--- src/rtl/adc_spi_responder.sv ---
// ADC-side SPI responder for a 12-bit converter in SPI mode (0,0).
// The master clocks in a start bit followed by SGL/DIFF and D2..D0. The block
// requests a conversion, then shifts out a null bit and the 12 result bits,
// MSB first.
// The SPI pins are oversampled on clk, which must run at least 8x SCLK.
//
// state        | meaning
// -------------+--------------------------------------------------------------
// S_IDLE       | chip not selected; waiting for synchronized cs_n low
// S_WAIT_START | selected; SCLK rises with din=0 are ignored until the start bit
// S_CMD        | sampling SGL, D2, D1, D0 on four SCLK rises
// S_NULL       | conversion requested; the next SCLK fall drives the null bit
// S_DATA       | driving B11..B0 on successive SCLK falls
// S_TRAIL      | result done; dout held low, further SCLK edges ignored
`timescale 1ns/1ps

module adc_spi_responder #(
    parameter int SYNC_STAGES = 2       // at least 2
) (
    input  logic        clk,
    input  logic        rst,
    input  logic        spi_sclk,
    input  logic        spi_cs_n,
    input  logic        spi_din,
    output logic        spi_dout,
    output logic        spi_dout_oe,
    output logic [2:0]  ch_sel,
    output logic        sgl_diff,
    output logic        sample_req,
    input  logic [11:0] sample_data,
    output logic        busy,
    output logic        frame_done,
    output logic        frame_err
);

    typedef enum logic [2:0] {
        S_IDLE       = 3'd0,
        S_WAIT_START = 3'd1,
        S_CMD        = 3'd2,
        S_NULL       = 3'd3,
        S_DATA       = 3'd4,
        S_TRAIL      = 3'd5
    } state_t;

    // ---------------------------------------------------------------
    // Pin synchronizers and SCLK edge detection
    // ---------------------------------------------------------------
    logic [SYNC_STAGES-1:0] r_sclk_sync;
    logic [SYNC_STAGES-1:0] r_cs_sync;
    logic [SYNC_STAGES-1:0] r_din_sync;
    logic                   r_sclk_d;

    // r_fill marks when the synchronizer chains hold real pin samples
    // rather than their reset values. r_armed records that cs_n has been
    // seen high since reset.
    logic [SYNC_STAGES-1:0] r_fill;
    logic                   r_armed;

    logic w_sclk;
    logic w_cs_n;
    logic w_din;
    logic w_sclk_rise;
    logic w_sclk_fall;
    logic w_sync_valid;

    assign w_sclk       = r_sclk_sync[SYNC_STAGES-1];
    assign w_cs_n       = r_cs_sync[SYNC_STAGES-1];
    assign w_din        = r_din_sync[SYNC_STAGES-1];
    assign w_sclk_rise  =  w_sclk & ~r_sclk_d;
    assign w_sclk_fall  = ~w_sclk &  r_sclk_d;
    assign w_sync_valid = r_fill[SYNC_STAGES-1];

    // Shift the pins through the synchronizer chains and keep a one-clk
    // delayed SCLK for edge detection.
    always_ff @(posedge clk or posedge rst) begin
        if (rst) begin
            r_sclk_sync <= '0;
            r_cs_sync   <= '1;
            r_din_sync  <= '0;
            r_sclk_d    <= 1'b0;
        end else begin
            r_sclk_sync <= {r_sclk_sync[SYNC_STAGES-2:0], spi_sclk};
            r_cs_sync   <= {r_cs_sync[SYNC_STAGES-2:0],   spi_cs_n};
            r_din_sync  <= {r_din_sync[SYNC_STAGES-2:0],  spi_din};
            r_sclk_d    <= w_sclk;
        end
    end

    // After reset, do not trust the synchronized cs_n until the chain has
    // refilled. Arm frame detection only when a real high has been seen.
    // This way a cs_n held low across reset cannot start a frame mid-stream.
    always_ff @(posedge clk or posedge rst) begin
        if (rst) begin
            r_fill  <= '0;
            r_armed <= 1'b0;
        end else begin
            r_fill <= {r_fill[SYNC_STAGES-2:0], 1'b1};
            if (w_sync_valid && w_cs_n) begin
                r_armed <= 1'b1;
            end
        end
    end

    // ---------------------------------------------------------------
    // Frame state machine
    // ---------------------------------------------------------------
    state_t      r_state;
    state_t      w_state_nxt;
    logic [3:0]  r_bit_cnt;
    logic [3:0]  w_bit_cnt_nxt;
    logic [2:0]  r_cmd;
    logic [2:0]  w_cmd_nxt;
    logic [11:0] r_shift;
    logic [11:0] w_shift_nxt;
    logic        r_dout;
    logic        w_dout_nxt;
    logic        r_oe;
    logic        w_oe_nxt;
    logic [2:0]  r_ch_sel;
    logic [2:0]  w_ch_sel_nxt;
    logic        r_sgl;
    logic        w_sgl_nxt;
    logic        r_done;
    logic        w_done_nxt;
    logic        r_err;
    logic        w_err_nxt;
    logic        w_sample_req;

    // Register the state and every datapath value that the next-state
    // logic computes.
    always_ff @(posedge clk or posedge rst) begin
        if (rst) begin
            r_state   <= S_IDLE;
            r_bit_cnt <= '0;
            r_cmd     <= '0;
            r_shift   <= '0;
            r_dout    <= 1'b0;
            r_oe      <= 1'b0;
            r_ch_sel  <= '0;
            r_sgl     <= 1'b0;
            r_done    <= 1'b0;
            r_err     <= 1'b0;
        end else begin
            r_state   <= w_state_nxt;
            r_bit_cnt <= w_bit_cnt_nxt;
            r_cmd     <= w_cmd_nxt;
            r_shift   <= w_shift_nxt;
            r_dout    <= w_dout_nxt;
            r_oe      <= w_oe_nxt;
            r_ch_sel  <= w_ch_sel_nxt;
            r_sgl     <= w_sgl_nxt;
            r_done    <= w_done_nxt;
            r_err     <= w_err_nxt;
        end
    end

    // Next-state and datapath decisions. A cs_n release overrides any
    // SCLK edge seen in the same clk.
    always_comb begin
        w_state_nxt   = r_state;
        w_bit_cnt_nxt = r_bit_cnt;
        w_cmd_nxt     = r_cmd;
        w_shift_nxt   = r_shift;
        w_dout_nxt    = r_dout;
        w_oe_nxt      = r_oe;
        w_ch_sel_nxt  = r_ch_sel;
        w_sgl_nxt     = r_sgl;
        w_done_nxt    = 1'b0;
        w_err_nxt     = 1'b0;
        w_sample_req  = 1'b0;

        if ((r_state != S_IDLE) && w_cs_n) begin
            w_state_nxt   = S_IDLE;
            w_bit_cnt_nxt = '0;
            w_dout_nxt    = 1'b0;
            w_oe_nxt      = 1'b0;
            // B0 moves the machine to S_TRAIL, so S_DATA always means the
            // result was cut short.
            if (r_state == S_TRAIL) begin
                w_done_nxt = 1'b1;
            end else if (r_state inside {S_CMD, S_NULL, S_DATA}) begin
                w_err_nxt = 1'b1;
            end
        end else begin
            case (r_state)
                S_IDLE: begin
                    if (!w_cs_n && r_armed) begin
                        w_state_nxt   = S_WAIT_START;
                        w_bit_cnt_nxt = '0;
                    end
                end

                S_WAIT_START: begin
                    if (w_sclk_rise && w_din) begin
                        w_state_nxt   = S_CMD;
                        w_bit_cnt_nxt = '0;
                    end
                end

                S_CMD: begin
                    if (w_sclk_rise) begin
                        if (r_bit_cnt == 4'd3) begin
                            // D0 is on din now. r_cmd holds {SGL, D2, D1}.
                            w_sample_req  = 1'b1;
                            w_sgl_nxt     = r_cmd[2];
                            w_ch_sel_nxt  = {r_cmd[1:0], w_din};
                            w_shift_nxt   = sample_data;
                            w_bit_cnt_nxt = '0;
                            w_state_nxt   = S_NULL;
                        end else begin
                            w_cmd_nxt     = {r_cmd[1:0], w_din};
                            w_bit_cnt_nxt = r_bit_cnt + 4'd1;
                        end
                    end
                end

                S_NULL: begin
                    if (w_sclk_fall) begin
                        w_dout_nxt    = 1'b0;
                        w_oe_nxt      = 1'b1;
                        w_bit_cnt_nxt = '0;
                        w_state_nxt   = S_DATA;
                    end
                end

                S_DATA: begin
                    if (w_sclk_fall) begin
                        w_dout_nxt  = r_shift[11];
                        w_shift_nxt = {r_shift[10:0], 1'b0};
                        if (r_bit_cnt == 4'd11) begin
                            w_bit_cnt_nxt = '0;
                            w_state_nxt   = S_TRAIL;
                        end else begin
                            w_bit_cnt_nxt = r_bit_cnt + 4'd1;
                        end
                    end
                end

                S_TRAIL: begin
                    // B0 stays on the pin until the fall that follows it.
                    if (w_sclk_fall) begin
                        w_dout_nxt = 1'b0;
                    end
                end

                default: begin
                    w_state_nxt   = S_IDLE;
                    w_bit_cnt_nxt = '0;
                    w_dout_nxt    = 1'b0;
                    w_oe_nxt      = 1'b0;
                end
            endcase
        end
    end

    // ---------------------------------------------------------------
    // Outputs
    // ---------------------------------------------------------------
    // sample_req is decoded from registered signals. sample_data is
    // therefore captured at the end of the same clk in which the request
    // is high.
    assign sample_req  = w_sample_req;
    assign spi_dout    = r_dout;
    assign spi_dout_oe = r_oe;
    assign ch_sel      = r_ch_sel;
    assign sgl_diff    = r_sgl;
    assign busy        = (r_state != S_IDLE);
    assign frame_done  = r_done;
    assign frame_err   = r_err;

endmodule

--- config.mk ---
export PLATFORM = sky130hd
export DESIGN_NAME = adc_spi_responder
export DESIGN_NICKNAME = d
export VERILOG_FILES = /design/src/rtl/adc_spi_responder.sv
export SDC_FILE = /design/constraint.sdc
export NUM_CORES = 1
export LEC_CHECK = 0
export ABC_AREA = 1
export ABC_CLOCK_PERIOD_IN_PS = 1800
export BUFFER_PORTS_ARGS = -buffer_cell sky130_fd_sc_hd__buf_2
export CAP_MARGIN = 20
export CELL_PAD_IN_SITES_DETAIL_PLACEMENT = 1
export CELL_PAD_IN_SITES_GLOBAL_PLACEMENT = 1
export CORE_MARGIN = 1
export CORE_UTILIZATION = 28
export DETAILED_ROUTE_END_ITERATION = 10
export MAX_ROUTING_LAYER = met4
export PLACE_DENSITY = 0.58
export SLEW_MARGIN = 0
export SYNTH_ARGS = -nofsm -noshare
export SYNTH_HDL_FRONTEND = slang
export SYNTH_SLANG_ARGS = --single-unit
--- constraint.sdc ---
create_clock -name clk -period 1.8 [get_ports clk]
set_input_delay 0.09 -clock clk [delete_from_list [all_inputs] [get_ports clk]]
set_output_delay 0.09 -clock clk [all_outputs]
set_load 0.01 [all_outputs]
==> summary.txt <==
Status
  • Status: finished clean

Worst setup path
  • Worst Path Required: between 1.5 and 2 ns
  • Crit. Startpoint: r_bit_cnt[0]
  • Reg-to-reg critical path startpoint: r_bit_cnt[0]
  • Worst Setup Start Kind: flip-flop
  • R2r setup slk: about 0.20 ns
  • Critical path data arrival time: approximately 1.6 ns
  • CP endpoint kind: output port
  • Crit path to: sample_req
  • FF-to-FF End: r_state[1]
  • Kind of critical path: flip-flop to output port
  • Critical Path Fanout Max: 8
  • FF-to-FF path depth: 8

Clock network
  • Clk pin slew, worst setup/hold paths: 0.08 ns
  • Worst skew pair latency: between 0.2 and 0.3 ns
  • CTS tree: built
  • H-Tree Depth: 2
  • TritonCTS Buffers: 5
  • TritonCTS Sinks: 40
  • CTS max path bufs: 2
  • Clock root cell: clkbuf_8

Floorplanning
  • CORE AREA: 0.00733 sq mm
  • Initial Util: 0.291
  • Die Y-Extent: between 80 and 90 um
  • Num rows: 31
  • Full die area: between 0.007 and 0.008 sq mm
  • Die width: a little under 90 um
  • # IOs: 27

Cells and area
  • Nets: 310
  • Inserted Diodes: 0
  • Layout cells sized above 1: 0.321
  • Synth-to-Final Area Change: 22.1%
  • Commonest non-fill, non-tap cell in the layout: nand2_1
  • Most frequent cells in the layout: 59 x nand2_1, 35 x dfrtp_1, 26 x o21ai_0, 26 x buf_2, 25 x inv_1
  • Final Instance Area: about 0.0026 sq mm
  • Non-filler instance count after layout: about 400
  • Final core utilization: 0.356

Power
  • VDD IR max: just under 0.0005 V
  • Pwr/cell area: between 1000 and 1500 mW/mm^2
  • Pleak: approximately 1.3 nW

Logic synthesis
  • Post-Syn Area: 0.00214 sq mm
  • Ys Warns: 0
  • Synth Net Count: roughly 270
  • Post-Syn Instances: 247
  • #FFs+latches synth: 40
  • Avg Cell Area, Syn: roughly 8.6 sq um
  • Share of synthesized area occupied by flip-flops and latches: 0.470
  • Synth cell types: 33

Detailed routing
  • Total number of vias: roughly 1.8k
  • DRT iter0 DRCs: 89
  • Detailed-route DRC error count: 0
  • Detailed Routing Iterations Pass 1: 4
  • WL per Instance: roughly 12 um
  • Drt total wl: 4840 um
  • Post-DRT Antenna Nets: 0
  • Post-DR vias/cell: approximately 4.5

STA
  • Tightest Pin Transition: 0.519 ns
  • Slew Viols, Final: 0
  • F_max: about 610 MHz
  • Final critical-path required period: 1.65 ns
  • Final Hold Fails: 0
  • Count of final setup violators: 0
  • Layout Skew: 0.00781 ns
  • Period utilization: 0.917
  • Slew margin rel.: 0.654

Place
  • Post-detail-place hpwl: 3620 um
  • Placed Area: approximately 0.0024 sq mm
  • I/O Buffers: 26
  • Routability Congestion: ~0.88
  • Placed Instances: about 380

GRT
  • Initial antenna violation count: 0
  • GR peak layer: met2
  • First-pass GRT wire length: 8100 um
  • Vias in the first global route: ~1.7k
  • Grt met3 use: 0.0369
  • Grt met2 use: 0.218
  • Total GRT Usage: 0.139
  • Largest net degree at the start of global routing: 41
  • GR Overflow Total: 0
  • Routing usage on met1: 0.174

Hold path
  • Worst Hold Class: input port to flip-flop

Run
  • # Max-Cap Violations: 0
-- layer usage --
| layer | up-vias | share of wire |
|---|---|---|
| li1 | 889 | - |
| met1 | 856 | 0.49 |
| met2 | 24 | 0.48 |
| met3 | 4 | 0.028 |
| met4 | 0 | 0.0089 |
| met5 | - | 0 |
-- cell type report --
class                   count  area, sq um
clock inverters             2         10.0
inverters                  30          115
well taps                  99          124
repair buffers             46          315
flip-flops and latches     40         1010
fillers                   887         4720
multi-input cells         169          955
clock buffers               6         82.6
-- flip-flops by register name, indices dropped and copies added (netlist names) --
register     flops
ch_sel           3
frame_done       1
frame_err        1
r_armed          1
r_bit_cnt        4
r_cmd            3
r_cs_sync        2
r_din_sync       2
r_fill           2
r_sclk_d         1
r_sclk_sync      2
r_shift         12
r_state          3
sgl_diff         1
spi_dout         1
spi_dout_oe      1
-- worst min path at each step --
| stage | startpoint | to | slack, ns | cells after the start |
|---|---|---|---|---|
| after floorplan | spi_cs_n | r_cs_sync[0] | 0.09 | 0 |
| after global placement | spi_cs_n | r_cs_sync[0] | 0.20 | 1 |
| after detailed placement | spi_cs_n | r_cs_sync[0] | 0.20 | 1 |
| after CTS | sample_data[0] | r_shift[0] | 0.03 | 3 |
| after global routing | sample_data[0] | r_shift[0] | 0.04 | 3 |
| final | sample_data[0] | r_shift[0] | 0.04 | 3 |
-- through the flow --
step	setup slack (ns)	total power [mW]	hold WS [ns]	TNS (ns)
3_5_place_dp	0.168	2.88	0.197	0
6_report	0.149	3.51	0.0427	0
5_1_grt	-0.000150	3.79	0.0425	-0.000150
3_3_place_gp	0.193	2.87	0.196	0
4_1_cts	0.0234	3.54	0.0293	0
2_1_floorplan	0.398	2.47	0.0945	0
-- critical path, stage by stage, from the launching register on --
cell and delay (ns):
dfrtp_2 0.41, ha_1 0.21, nand3_1 0.20, inv_2 0.14, nand3_4 0.11, inv_1 0.09
buf_2 0.12
-- cell families after synthesis --
| family | after synthesis | synth area share |
|---|---|---|
| fa+ha+maj | 1 | 0.00586 |
| flops | 40 | 0.470 |
| other cells | 1 | 0.00176 |
| buf+inv | 38 | 0.0890 |
| compound gates | 46 | 0.131 |
| simple gates | 120 | 0.298 |
| xor+xnor | 1 | 0.00410 |
-- where the power goes --
| part | leakage, nW | internal (mW) | switching [mW] | total, mW |
|---|---|---|---|---|
| clock | 0.0510 | 0.306 | 0.306 | 0.612 |
| sequential | 0.499 | 1.13 | 0.119 | 1.25 |
| combinational | 0.773 | 0.653 | 1.00 | 1.65 |
| total | 1.32 | 2.09 | 1.43 | 3.51 |
-- cells in the mapped netlist, drive strengths merged --
library cell | n | area [sq um]
dfstp | 2 | 52.6
a21oi | 2 | 10.0
nor2 | 13 | 91.3
a21boi | 1 | 7.51
nand3 | 24 | 138
nand4 | 6 | 37.5
conb | 1 | 3.75
a31oi | 1 | 6.26
nor3 | 2 | 10.0
dfrtp | 38 | 951
o211ai | 1 | 7.51
buf | 6 | 67.6
a21o | 1 | 7.51
nand2 | 75 | 360
clkbuf | 2 | 7.51
inv | 30 | 115
o21ai | 40 | 241
ha | 1 | 12.5
xor2 | 1 | 8.76
-- timing repair --
| item | 4_1_cts | 5_1_grt |
|---|---|---|
| endpoints found under the hold margin | 41 | 0 |
| buffers inserted | 0 | 3 |
| gates cloned | 0 | 0 |
| hold buffers | 4 | 0 |
| gates resized for setup | 2 | 4 |
| endpoints found under the setup margin | 1 | 1 |
(Power assumes the default switching activity.)
